## config.mk

```make
export PLATFORM = sky130hd
export DESIGN_NAME = direction_input_scheduler
export DESIGN_NICKNAME = d
export VERILOG_FILES = /design/src/rtl/snake_dir_pkg.sv /design/src/rtl/dir_queue2.sv /design/src/rtl/direction_input_scheduler.sv
export SDC_FILE = /design/constraint.sdc
export NUM_CORES = 1
export LEC_CHECK = 0
export CORE_MARGIN = 3
export CORE_UTILIZATION = 52
export DETAILED_ROUTE_END_ITERATION = 10
export PLACE_DENSITY = 0.81
export SLEW_MARGIN = 25
export SYNTH_ARGS = -nofsm -noshare
export SYNTH_HDL_FRONTEND = slang
export SYNTH_SLANG_ARGS = --single-unit
```

## constraint.sdc

```tcl
create_clock -name i_clk -period 2.2 [get_ports i_clk]
set_clock_uncertainty 0.05 [all_clocks]
set_input_delay 0.33 -clock i_clk [delete_from_list [all_inputs] [get_ports i_clk]]
set_output_delay 0.33 -clock i_clk [all_outputs]
set_load 0.05 [all_outputs]
```

## src/rtl/snake_dir_pkg.sv

```systemverilog
// Shared direction definitions for the snake input front-end.
//
// Contents:
//   dir_t        2-bit heading type (Up=0, Down=1, Left=2, Right=3)
//   DIR_*        heading encodings, DIR_RESET is the heading after reset
//   is_opposite  true when two headings point in opposite directions
package snake_dir_pkg;

  typedef logic [1:0] dir_t;

  localparam dir_t DIR_UP    = 2'd0;
  localparam dir_t DIR_DOWN  = 2'd1;
  localparam dir_t DIR_LEFT  = 2'd2;
  localparam dir_t DIR_RIGHT = 2'd3;
  localparam dir_t DIR_RESET = DIR_RIGHT;

  // Opposite pairs share the axis bit [1] and differ in the sign bit [0].
  function automatic logic is_opposite(input dir_t a, input dir_t b);
    return (a[1] == b[1]) && (a[0] != b[0]);
  endfunction

endpackage

```

## src/rtl/dir_queue2.sv

```systemverilog
// Two-entry FIFO of headings.
//
// Ports:
//   i_clk    system clock, all state on posedge
//   i_rst_n  asynchronous active-low reset, empties the queue
//   i_push   write i_data at the tail (ignored when full unless popping)
//   i_data   heading to write
//   i_pop    remove the head entry (ignored when empty)
//   o_head   oldest entry
//   o_tail   newest entry
//   o_count  occupancy, 0..2
module dir_queue2
  import snake_dir_pkg::*;
(
  input  logic       i_clk,
  input  logic       i_rst_n,
  input  logic       i_push,
  input  logic [1:0] i_data,
  input  logic       i_pop,
  output logic [1:0] o_head,
  output logic [1:0] o_tail,
  output logic [1:0] o_count
);

  dir_t       r_mem [2];
  logic       r_rd_ptr;
  logic       r_wr_ptr;
  logic [1:0] r_count;

  logic w_do_pop;
  logic w_do_push;

  assign w_do_pop  = i_pop && (r_count != 2'd0);
  // A pop in the same cycle frees the slot the push needs when full.
  assign w_do_push = i_push && ((r_count != 2'd2) || w_do_pop);

  // Storage carries no control meaning, so it is left out of reset.
  always_ff @(posedge i_clk) begin
    if (w_do_push) r_mem[r_wr_ptr] <= i_data;
  end

  always_ff @(posedge i_clk or negedge i_rst_n) begin
    if (!i_rst_n) begin
      r_rd_ptr <= 1'b0;
      r_wr_ptr <= 1'b0;
      r_count  <= 2'd0;
    end else begin
      if (w_do_push) r_wr_ptr <= ~r_wr_ptr;
      if (w_do_pop)  r_rd_ptr <= ~r_rd_ptr;
      case ({w_do_push, w_do_pop})
        2'b10:   r_count <= r_count + 2'd1;
        2'b01:   r_count <= r_count - 2'd1;
        default: r_count <= r_count;
      endcase
    end
  end

  assign o_head  = r_mem[r_rd_ptr];
  // The write pointer sits one past the newest entry.
  assign o_tail  = r_mem[~r_wr_ptr];
  assign o_count = r_count;

endmodule

```

## src/rtl/direction_input_scheduler.sv

```systemverilog
// Direction-button front-end: samples the four buttons on a shared strobe,
// edge-detects presses, arbitrates, rejects illegal turns and queues up to
// two accepted headings that the game tick consumes one per step.
//
// Ports:
//   i_clk        system clock, all state on posedge
//   i_rst_n      asynchronous active-low reset
//   i_buttons    raw button levels [0]=Up [1]=Down [2]=Left [3]=Right
//   i_step_req   single-cycle request for the next heading
//   o_direction  current heading (Up=0, Down=1, Left=2, Right=3)
//   o_dir_valid  one-cycle pulse after a step that popped a heading
//   o_pending    queued headings, 0..2
//   o_dropped    one-cycle pulse when a press was discarded
module direction_input_scheduler
  import snake_dir_pkg::*;
#(
  parameter int SAMPLE_PERIOD = 20000,
  parameter int CNT_W         = 21
) (
  input  logic       i_clk,
  input  logic       i_rst_n,
  input  logic [3:0] i_buttons,
  input  logic       i_step_req,
  output logic [1:0] o_direction,
  output logic       o_dir_valid,
  output logic [1:0] o_pending,
  output logic       o_dropped
);

  logic [CNT_W-1:0] r_cnt;
  logic [3:0]       r_sampled;
  logic [3:0]       r_sampled_prev;
  dir_t             r_dir;
  logic             r_dir_valid;
  logic             r_dropped;

  logic       w_strobe;
  logic [3:0] w_press;
  logic       w_cand_vld;
  dir_t       w_cand;
  logic       w_multi;
  dir_t       w_head;
  dir_t       w_tail;
  logic [1:0] w_count;
  dir_t       w_ref;
  logic       w_pop;
  logic       w_same;
  logic       w_opp;
  logic       w_full_block;
  logic       w_push;
  logic       w_reject;

  // Sampling: one strobe conditions all four buttons together.
  assign w_strobe = (r_cnt == SAMPLE_PERIOD[CNT_W-1:0]);

  always_ff @(posedge i_clk or negedge i_rst_n) begin
    if (!i_rst_n) begin
      r_cnt          <= '0;
      r_sampled      <= 4'b0000;
      r_sampled_prev <= 4'b0000;
    end else begin
      r_sampled_prev <= r_sampled;
      if (w_strobe) begin
        r_cnt     <= '0;
        r_sampled <= i_buttons;
      end else begin
        r_cnt <= r_cnt + 1'b1;
      end
    end
  end

  // Edge detect and fixed-priority arbitration (Up > Down > Left > Right).
  assign w_press    = r_sampled & ~r_sampled_prev;
  assign w_cand_vld = |w_press;
  // Clearing the lowest set bit leaves something only if 2+ presses coincide.
  assign w_multi    = (w_press & (w_press - 4'd1)) != 4'd0;

  always_comb begin
    w_cand = DIR_RIGHT;
    if      (w_press[0]) w_cand = DIR_UP;
    else if (w_press[1]) w_cand = DIR_DOWN;
    else if (w_press[2]) w_cand = DIR_LEFT;
  end

  // Turn legality is judged against the heading the snake will have when
  // this candidate is reached: the queue tail, or the live heading if empty.
  assign w_ref        = (w_count != 2'd0) ? w_tail : r_dir;
  assign w_pop        = i_step_req && (w_count != 2'd0);
  assign w_same       = (w_cand == w_ref);
  assign w_opp        = is_opposite(w_cand, w_ref);
  assign w_full_block = (w_count == 2'd2) && !w_pop;
  assign w_push       = w_cand_vld && !w_same && !w_opp && !w_full_block;
  assign w_reject     = w_cand_vld && !w_same && (w_opp || w_full_block);

  dir_queue2 u_queue (
    .i_clk   (i_clk),
    .i_rst_n (i_rst_n),
    .i_push  (w_push),
    .i_data  (w_cand),
    .i_pop   (i_step_req),
    .o_head  (w_head),
    .o_tail  (w_tail),
    .o_count (w_count)
  );

  // Output registers: heading update and event pulses.
  always_ff @(posedge i_clk or negedge i_rst_n) begin
    if (!i_rst_n) begin
      r_dir       <= DIR_RESET;
      r_dir_valid <= 1'b0;
      r_dropped   <= 1'b0;
    end else begin
      r_dir_valid <= w_pop;
      r_dropped   <= w_multi || w_reject;
      if (w_pop) r_dir <= w_head;
    end
  end

  assign o_direction = r_dir;
  assign o_dir_valid = r_dir_valid;
  assign o_pending   = w_count;
  assign o_dropped   = r_dropped;

endmodule

```

==> metrics, run 1 <==
P per Cell Area=around 600 mW/mm2; Setup TNS=0 ns; drt drc=0; grt total ovfl=0; Async S/R FF share, synth=around nine tenths; total track usage=17.0%; I/O pin cnt=13; peak fanout along the critical path=5; period utilization=between 90% and 100%; Final Wtd Congestion=0.784; routed wire length=3.12 mm; antenna viol nets, final=0; number of enable flip-flop cells after synthesis=4; # nets final=about 190; Peak VDD IR=0.000428 V; global-route wire length before repair=5.46 mm; Core Region=about 0.0034 mm2; Vias=1,198; pre-CTS setup slack=-0.0140 ns; vias in the first global route=1,220; Syn Nets=166; root buf cell=clkbuf_4; die width=65.7 um; clk sink count=41; routed vias/inst=around 5.3; CTS tree=yes; CTS Buffer Depth=2; Hold WC Path Type=input port to asynchronous set/reset pin; dominant cell type by area after synthesis=dfrtp_1; count leader, synth=dfrtp_1; dpl hpwl=2.30 mm; status=finished, final reports clean; most frequent cells after synthesis=dfrtp_1, nor2_1, xnor2_1, xor2_1; final hold violations=0; Yosys warnings=0; clock latency on the worst-skew pair=about 0.35 ns; Slew Limit Fails=0; largest net degree at the start of global routing=38; Final setup viols=0; initial core utilization=54.6%; Achievable Freq=473 MHz; CP Launch Point=u_queue.o_count[1]$_DFFE_PN0P_; area of the mapped netlist=roughly 0.0019 mm2; Synth top area share=47.3%; R2R setup slack=0.09 ns; setup ws final=0.0850 ns; max cap viols=0; r2r worst-path depth=7; clk slew on worst S/H paths=0.12 ns; layout cells sized above 1=17.6%; Mapped Cells=156; Area Growth Syn to Fin=17.0%; Crit-path slowest cell=dfrtp_2; dpl cells=217; Die Area=0.00431 mm2; CP Cell Sequence=nor2_2, mux2i_2, mux2i_1, nand2_2, ha_1, nor2_1, xor2_1; worst flop-to-flop path endpoint=u_queue.o_count[1]$_DFFE_PN0P_; Rel. slew slack=67.1%; chip height=~66 um; post-synthesis sequential area ratio=56.6%; WP data arrival=2.35 ns; WL met2=1.59 mm; CP endpoint=u_queue.o_count[1]$_DFFE_PN0P_; H-tree depth=2; FF+latch count, synth=41; Avg Cell Area, Syn=11.9 um2; Starting DRT DRC Count=38; Slew @ Worst Pin=0.492 ns; WL met3=104 um; metal1 wirelength=between 1 and 1.5 mm; wire length per cell=roughly 14 um; Required @ worst endpoint=2.44 ns; Layout Utilization=~64%; critical path endpoint category=flip-flop; Cell Rows=21; Num CTS Buffers=5; Top Metal Used=met4; library cells used by synthesis=34; minimum clock period=2.11 ns; r2r startpoint=u_queue.o_count[1]$_DFFE_PN0P_; ANT cells=0; Worst Path Class, Setup=flip-flop to flip-flop; Finished Layout Cells=228; # port buffers=12; CP startpoint kind=flip-flop; Pleak=0.00102 uW; synth top area cells=dfrtp_1, xnor2_1, edfxtp_1; antenna violations before repair=0; 1st-pass router iterations=4; Main synth FF type=dfrtp_1; CP max stage delay=0.46 ns
==> layout by cell type (no fill, tap or decap), types with 2 or more instances in the layout <==
| cell | synthesis | layout |
|---|---|---|
| dfrtp_1 | 35 | 33 |
| nor2b_1 | 5 | 5 |
| nand3_1 | 5 | 5 |
| o21ai_0 | 3 | 3 |
| inv_1 | 5 | 5 |
| nand2_1 | 8 | 7 |
| and3_1 | 8 | 8 |
| clkdlybuf4s50_1 | 0 | 12 |
| nand4_1 | 5 | 5 |
| xnor2_1 | 15 | 15 |
| dfstp_2 | 2 | 2 |
| a21oi_1 | 2 | 2 |
| nor3_1 | 3 | 3 |
| mux2_2 | 6 | 6 |
| clkbuf_4 | 0 | 5 |
| dfrtp_2 | 0 | 2 |
| ha_1 | 3 | 3 |
| nor2_1 | 16 | 15 |
| xor2_1 | 9 | 9 |
| mux2i_1 | 5 | 4 |
| or2_2 | 2 | 2 |
| buf_4 | 0 | 7 |
| edfxtp_1 | 4 | 4 |
==> final cells by class <==
cell class	count	area, um2
Multi-Input combinational cell	109	782
Inverter	5	18.8
Clock buffer	7	55.1
Timing Repair Buffer	19	173
Clock inverter	1	30.0
Sequential cell	41	1050
Fill cell	252	1220
Tap cell	46	57.6
==> worst max-delay path: cells and delay by family, from the launching register on <==
kind	cells	cell delay (ns)
and+or+nand+nor	3	0.47
DFF	1	0.46
muxes	2	0.58
xor gates and xnor gates	1	0.15
adders and majority gates	1	0.34
==> how the worst min path moves through the flow <==
stage / start / to / slack (ns) / cells after the start
after CTS: i_rst_n / u_queue.r_rd_ptr$_DFFE_PN0P_ / 0.34 / 2
after global routing: i_rst_n / u_queue.r_rd_ptr$_DFFE_PN0P_ / 0.34 / 2
after floorplan: i_rst_n / o_dir_valid$_DFF_PN0_ / -0.02 / 0
after global placement: r_sampled[3]$_DFFE_PN0N_ / r_sampled_prev[3]$_DFF_PN0_ / 0.32 / 0
final: i_rst_n / u_queue.r_rd_ptr$_DFFE_PN0P_ / 0.32 / 2
after detailed placement: r_sampled[3]$_DFFE_PN0N_ / r_sampled_prev[3]$_DFF_PN0_ / 0.34 / 0
==> kinds of logic after synthesis <==
logic type	after synthesis	synth area share, %
simple gates	62	18.9
flops	41	56.6
xor+xnor	24	11.4
mux	11	6.35
compound gates	8	2.57
buf+inv	6	1.62
fa+ha+maj	4	2.57
==> stage by stage <==
step | hold slack [ns] | instance area, um2 | total power (uW)
finish | 0.322 | 2170 | 1290
global route | 0.342 | 2170 | 1350
CTS | 0.339 | 2160 | 1310
detailed placement | 0.344 | 2060 | 802
global placement | 0.324 | 2060 | 802
floorplan | -0.0156 | 1860 | 777
==> power by group <==
part | switching, uW | total (uW) | internal (uW)
logic | 13.5 | 24.0 | 10.5
registers | 0 | 762 | 762
clock network | 237 | 508 | 271
==> flip-flops by register name, summed over array words and instances (netlist names) <==
register and cells:
u_queue.r_rd_ptr 1, u_queue.o_count 2, r_sampled 4, u_queue.r_wr_ptr 1, o_dir_valid 1, r_cnt 21
r_sampled_prev 4, u_queue.r_mem 4, o_direction 2, o_dropped 1
==> metal layers <==
layer  vias up  GRT usage (%)
li1        590              -
met1       587           19.3
met2        16           28.7
met3         5           4.44
met4         0           9.33
met5         -              0
==> timing repair <==
action / 4_1_cts / 5_1_grt
resized for setup: 0 / 1
setup buffers: 2 / 1
setup endpoints to repair: 1 / 1
hold buffers: 0 / 0
(Power assumes the default switching activity.)
==> inputs of run 2 (changes only) <==
- CORE_MARGIN: 3 -> 2
- CTS_CLUSTER_SIZE: default -> 28
==> metrics, run 2 (synthesis results as in run 1) <==
status=finished, final reports clean (unchanged); drt drc=0 (unchanged); root buf cell=clkbuf_4 (unchanged); chip height=63.7 um (was 65.7 um); global-route wire length before repair=5.93 mm (was 5.46 mm); # port buffers=12 (unchanged); overall power=1160 uW (was 1290 uW); H-tree depth=2 (unchanged); die width=63.7 um (was 65.7 um); Rel. slew slack=67.0% (was 67.1%); met1 usage=24.3% (was 19.3%); Peak VDD IR=0.000507 V (was 0.000428 V); most common cell after layout, fill and taps aside=dfrtp_1 (unchanged); Crit-path slowest cell=clkdlybuf4s50_1 (was dfrtp_2); CP startpoint kind=flip-flop (unchanged); Top reg by flops=r_cnt (unchanged); Hold WC Path Type=input port to asynchronous set/reset pin (unchanged); layout cells sized above 1=17.3% (was 17.6%); hold_ws=0.343 ns (was 0.322 ns); peak fanout along the critical path=3 (was 5); minimum clock period=2.10 ns (was 2.11 ns); Pleak=0.000990 uW (was 0.00102 uW); RSZ-0062 raised after global routing=false; P per Cell Area=540 mW/mm2 (was 598 mW/mm2); Die Area=0.00405 mm2 (was 0.00431 mm2); routing usage on met2=31.1% (was 28.7%); critical path endpoint category=primary output (was flip-flop); met3 Track Usage GR=5.36% (was 4.44%); CP Cell Sequence=clkdlybuf4s50_1 (was nor2_2, mux2i_2, mux2i_1, nand2_2, ha_1, nor2_1, xor2_1); ANT cells=0 (unchanged); CP max stage delay=0.80 ns (was 0.46 ns); CTS tree=yes (unchanged); Required @ worst endpoint=1.82 ns (was 2.44 ns); antenna violations before repair=0 (unchanged); Worst Path Class, Setup=flip-flop to primary output (was flip-flop to flip-flop); final hold violations=0 (unchanged); global routing's busiest layer=met2 (unchanged); Final Wtd Congestion=0.839 (was 0.784); antenna viol nets, final=0 (unchanged); max reg flops=21 (unchanged); Slew Limit Fails=0 (unchanged); # nets final=189 (was 191); WP data arrival=1.72 ns (was 2.35 ns); max cap viols=0 (unchanged); Vias=1,214 (was 1,198); r2r startpoint=u_queue.r_wr_ptr$_DFFE_PN0P_ (was u_queue.o_count[1]$_DFFE_PN0P_); clk slew on worst S/H paths=0.11 ns (was 0.12 ns); Cell Rows=21 (unchanged); routed vias/inst=5.40 (was 5.25); Area Growth Syn to Fin=15.7% (was 17.0%); vias in the first global route=1,273 (was 1,220); routed wire length=3.20 mm (was 3.12 mm); setup ws final=0.0996 ns (was 0.0850 ns); CTS Buffer Depth=2 (unchanged); CP Launch Point=o_direction[1]$_DFFE_PN1P_ (was u_queue.o_count[1]$_DFFE_PN0P_); commonest cells after routing, fill and taps aside=dfrtp_1, nor2_1, xnor2_1 (unchanged); Core Region=0.00339 mm2 (unchanged); dpl hpwl=2.31 mm (was 2.30 mm); Starting DRT DRC Count=32 (was 38); grt total ovfl=0 (unchanged); clock latency on the worst-skew pair=0.34 ns (was 0.35 ns); largest net degree at the start of global routing=38 (unchanged); period utilization=95.5% (was 96.1%); pre-CTS setup slack=-0.0140 ns (about the same); Final setup viols=0 (unchanged); I/O pin cnt=13 (unchanged); initial core utilization=54.6% (unchanged); Slew @ Worst Pin=0.494 ns (was 0.492 ns); 1st-pass router iterations=4 (unchanged); wire length per cell=14.2 um (was 13.7 um); total track usage=18.9% (was 17.0%); crit-path leading delay family=buffers and inverters (was multiplexers); clk sink count=41 (unchanged); Achievable Freq=476 MHz (was 473 MHz); Num CTS Buffers=5 (unchanged); buffers and inverters on the worst path=1 (was 0)
## run 2: final cells by class
| cell class | instances | area (um2) |
|---|---|---|
| timing repair buffer | 17 | 158 |
| multi-input combinational | 109 | 802 |
| tap | 46 | 57.6 |
| inverter | 5 | 18.8 |
| fill | 281 | 1250 |
| sequential | 41 | 1050 |
| clock buffer | 7 | 55.1 |
## run 2: stage by stage
step / cell area, um2 / std cells / TNS, ns / utilization, %
floorplan: 1860 / 156 / 0 / -
global placement: 2060 / 217 / 0 / 60.7
detailed placement: 2060 / 217 / -0.0140 / 60.7
CTS: 2120 / 225 / 0 / 62.5
global route: 2140 / 225 / 0 / 63.2
finish: 2140 / 225 / 0 / 63.2
## run 2: path summary, 6_finish.rpt
check                                                  to  slack (ns)  cells after the start
setup / recovery                           o_direction[1]         0.1                      1
hold / removal               u_queue.r_rd_ptr$_DFFE_PN0P_        0.34                      2
setup reg to reg           u_queue.o_count[1]$_DFFE_PN0P_         0.1                      7
hold reg to reg               r_sampled_prev[3]$_DFF_PN0_        0.35                      0
max in group asynchronous      o_direction[1]$_DFFE_PN1P_        1.42                      2
min in group i_clk            r_sampled_prev[3]$_DFF_PN0_        0.35                      0
## run 2: layer usage
metal  vias to the layer above  routed length [um]
li1                        582                   -
met1                       607                1440
met5                         -                   0
met2                        20                1610
met3                         5                  94
met4                         0                  48
## run 2: what timing repair did
item / 4_1_cts / 5_1_grt
resized for setup: 0 / 5
hold buffers: 0 / 0
buffers inserted: 1 / 0
endpoints found under the setup margin: 1 / 1
## run 2: report_power, final
part	switching, uW	total, uW	internal (uW)
combinational	13.7	24.2	10.5
clock	219	370	151
sequential	0	762	762
total	233	1160	924
==> inputs of run 3 (changes only) <==
- CORE_ASPECT_RATIO: default -> 0.75
- SETUP_SLACK_MARGIN: default -> 0.1
==> metrics, run 3 (synthesis results as in run 1) <==
pre-CTS setup slack=0.0570 ns (was -0.0140 ns); internal cell power=1030 uW (was 924 uW); WP data arrival=1.68 ns (was 1.72 ns); commonest cells after routing, fill and taps aside=dfrtp_1, nor2_1, xnor2_1 (unchanged); clk slew on worst S/H paths=0.07 ns (was 0.11 ns); CTS tree=yes (unchanged); status=finished, final reports clean (unchanged); period utilization=93.7% (was 95.5%); largest net degree at the start of global routing=38 (unchanged); r2r worst-path depth=7 (unchanged); Required @ worst endpoint=1.82 ns (about the same); # port buffers=12 (unchanged); global-route wire length before repair=5.74 mm (was 5.93 mm); H-tree depth=2 (unchanged); cts hold-fix bufs=0 (unchanged); final hold violations=0 (unchanged); setup ws final=0.138 ns (was 0.0996 ns); dpl cells=212 (was 217); Final setup viols=0 (unchanged); routed wire length=3.48 mm (was 3.20 mm); root buf cell=clkbuf_8 (was clkbuf_4); Pleak=0.00104 uW (was 0.000990 uW); Gate power share=1.9% (was 2.1%); layout cells sized above 1=19.9% (was 17.3%); Die Area=0.00406 mm2 (was 0.00405 mm2); Final Wtd Congestion=0.800 (was 0.839); Setup TNS=0 ns (unchanged); clock latency on the worst-skew pair=0.29 ns (was 0.34 ns); CTS Buffer Depth=2 (unchanged); hold path cells=0; clk sink count=41 (unchanged); ANT cells=0 (unchanged); max reg flops=21 (unchanged); I/O pin cnt=13 (unchanged); Rel. slew slack=62.0% (was 67.0%); chip height=55.7 um (was 63.7 um); CP Cell Sequence=clkdlybuf4s50_1 (unchanged); Crit-path slowest cell=clkdlybuf4s50_1 (unchanged); Vias=1,249 (was 1,214); die width=72.9 um (was 63.7 um); peak fanout along the critical path=3 (unchanged); R2R setup slack=0.22 ns (was 0.1 ns); routed vias/inst=5.53 (was 5.40); Peak VDD IR=0.000414 V (was 0.000507 V); grt total ovfl=0 (unchanged); dpl hpwl=2.50 mm (was 2.31 mm); Cell Rows=18 (was 21); total track usage=18.6% (was 18.9%); Core Region=0.00336 mm2 (was 0.00339 mm2); minimum clock period=2.06 ns (was 2.10 ns); Hold WC Path Type=flip-flop to flip-flop (was input port to asynchronous set/reset pin); critical path endpoint category=primary output (unchanged); RSZ-0062 raised after global routing=true (was false); Worst Path Class, Setup=flip-flop to primary output (unchanged); Top reg by flops=r_cnt (unchanged); dpl cell area=0.00206 mm2 (about the same); CP max stage delay=0.81 ns (was 0.80 ns); Finished Cell Area=0.00222 mm2 (was 0.00214 mm2); Net Sw Power=256 uW (was 233 uW); P per Cell Area=579 mW/mm2 (was 540 mW/mm2); max cap viols=0 (unchanged); CP startpoint kind=flip-flop (unchanged); Num CTS Buffers=5 (unchanged); Clock power frac=38.7% (was 32.0%); initial core utilization=55.2% (was 54.6%); vias in the first global route=1,219 (was 1,273); Finished Layout Cells=226 (was 225); antenna violations before repair=0 (unchanged); crit-path leading delay family=buffers and inverters (unchanged); buffers and inverters on the worst path=1 (unchanged); Area Growth Syn to Fin=19.9% (was 15.7%); most common cell after layout, fill and taps aside=dfrtp_1 (unchanged); # nets final=195 (was 189); Achievable Freq=485 MHz (was 476 MHz); drt drc=0 (unchanged); Starting DRT DRC Count=86 (was 32); Layout Utilization=66.1% (was 63.2%); Slew @ Worst Pin=0.566 ns (was 0.494 ns); wire length per cell=15.4 um (was 14.2 um); sw frac=20.0% (was 20.2%); CP Depth=1 (unchanged); antenna viol nets, final=0 (unchanged); 1st-pass router iterations=4 (unchanged); Slew Limit Fails=0 (unchanged); register share of total power=59.3% (was 65.9%)
run 3: cell types whose count changed in the layout (fill, tap and decap cells not counted), sizes merged:
cell    delta
buf        +6
clkbuf     +1
run 3: layout make-up:
cell class / count / area (um2)
clock buffers: 8 / 90.1
multi-input cells: 109 / 807
flip-flops and latches: 41 / 1050
inverters: 5 / 18.8
fillers: 251 / 1140
repair buffers: 23 / 203
well taps: 40 / 50.0
run 3: per-stage QoR:
step                      power (uW)  hold slack, ns
final                           1280           0.350
after global placement           802           0.326
after global routing            1320           0.367
after detailed placement         803           0.343
after floorplan                  777         -0.0156
after CTS                       1290           0.356
run 3: worst paths after layout:
| check | startpoint | end |
|---|---|---|
| max | o_direction[1]$_DFFE_PN1P_ | o_direction[1] |
| min | r_sampled[0]$_DFFE_PN0N_ | r_sampled_prev[0]$_DFF_PN0_ |
| max reg2reg | u_queue.o_count[0]$_DFFE_PN0P_ | u_queue.o_count[1]$_DFFE_PN0P_ |
| min reg2reg | r_sampled[0]$_DFFE_PN0N_ | r_sampled_prev[0]$_DFF_PN0_ |
| max in group asynchronous | i_rst_n | u_queue.o_count[1]$_DFFE_PN0P_ |
| min in group asynchronous | i_rst_n | r_sampled_prev[3]$_DFF_PN0_ |
run 3: repair_timing:
item                       CTS  global route
pin swaps                    0             6
setup buffers                1             5
hold endpoints to repair     0             0
gates resized for setup      0             5
setup endpoints to repair    1             5
run 3: routing by layer:
metal  global-route usage, %  part of all wire [%]  vias up  wire length (um)
met5                       0                     0        -                 0
met1                    24.6                    47      622              1620
met3                    5.25                   5.3        7               185
met4                    7.67                   1.2        0                41
li1                        -                     -      594                 -
met2                    28.7                    47       26              1630
run 3: power groups by stage:
stage                     logic, uW  clock network (uW)  registers, uW
after CTS                      25.7                 506            762
after global placement         24.8                   0            777
after detailed placement       25.4                   0            777
after floorplan               0.120                   0            777
after global routing           28.0                 532            762
final                          24.6                 498            762
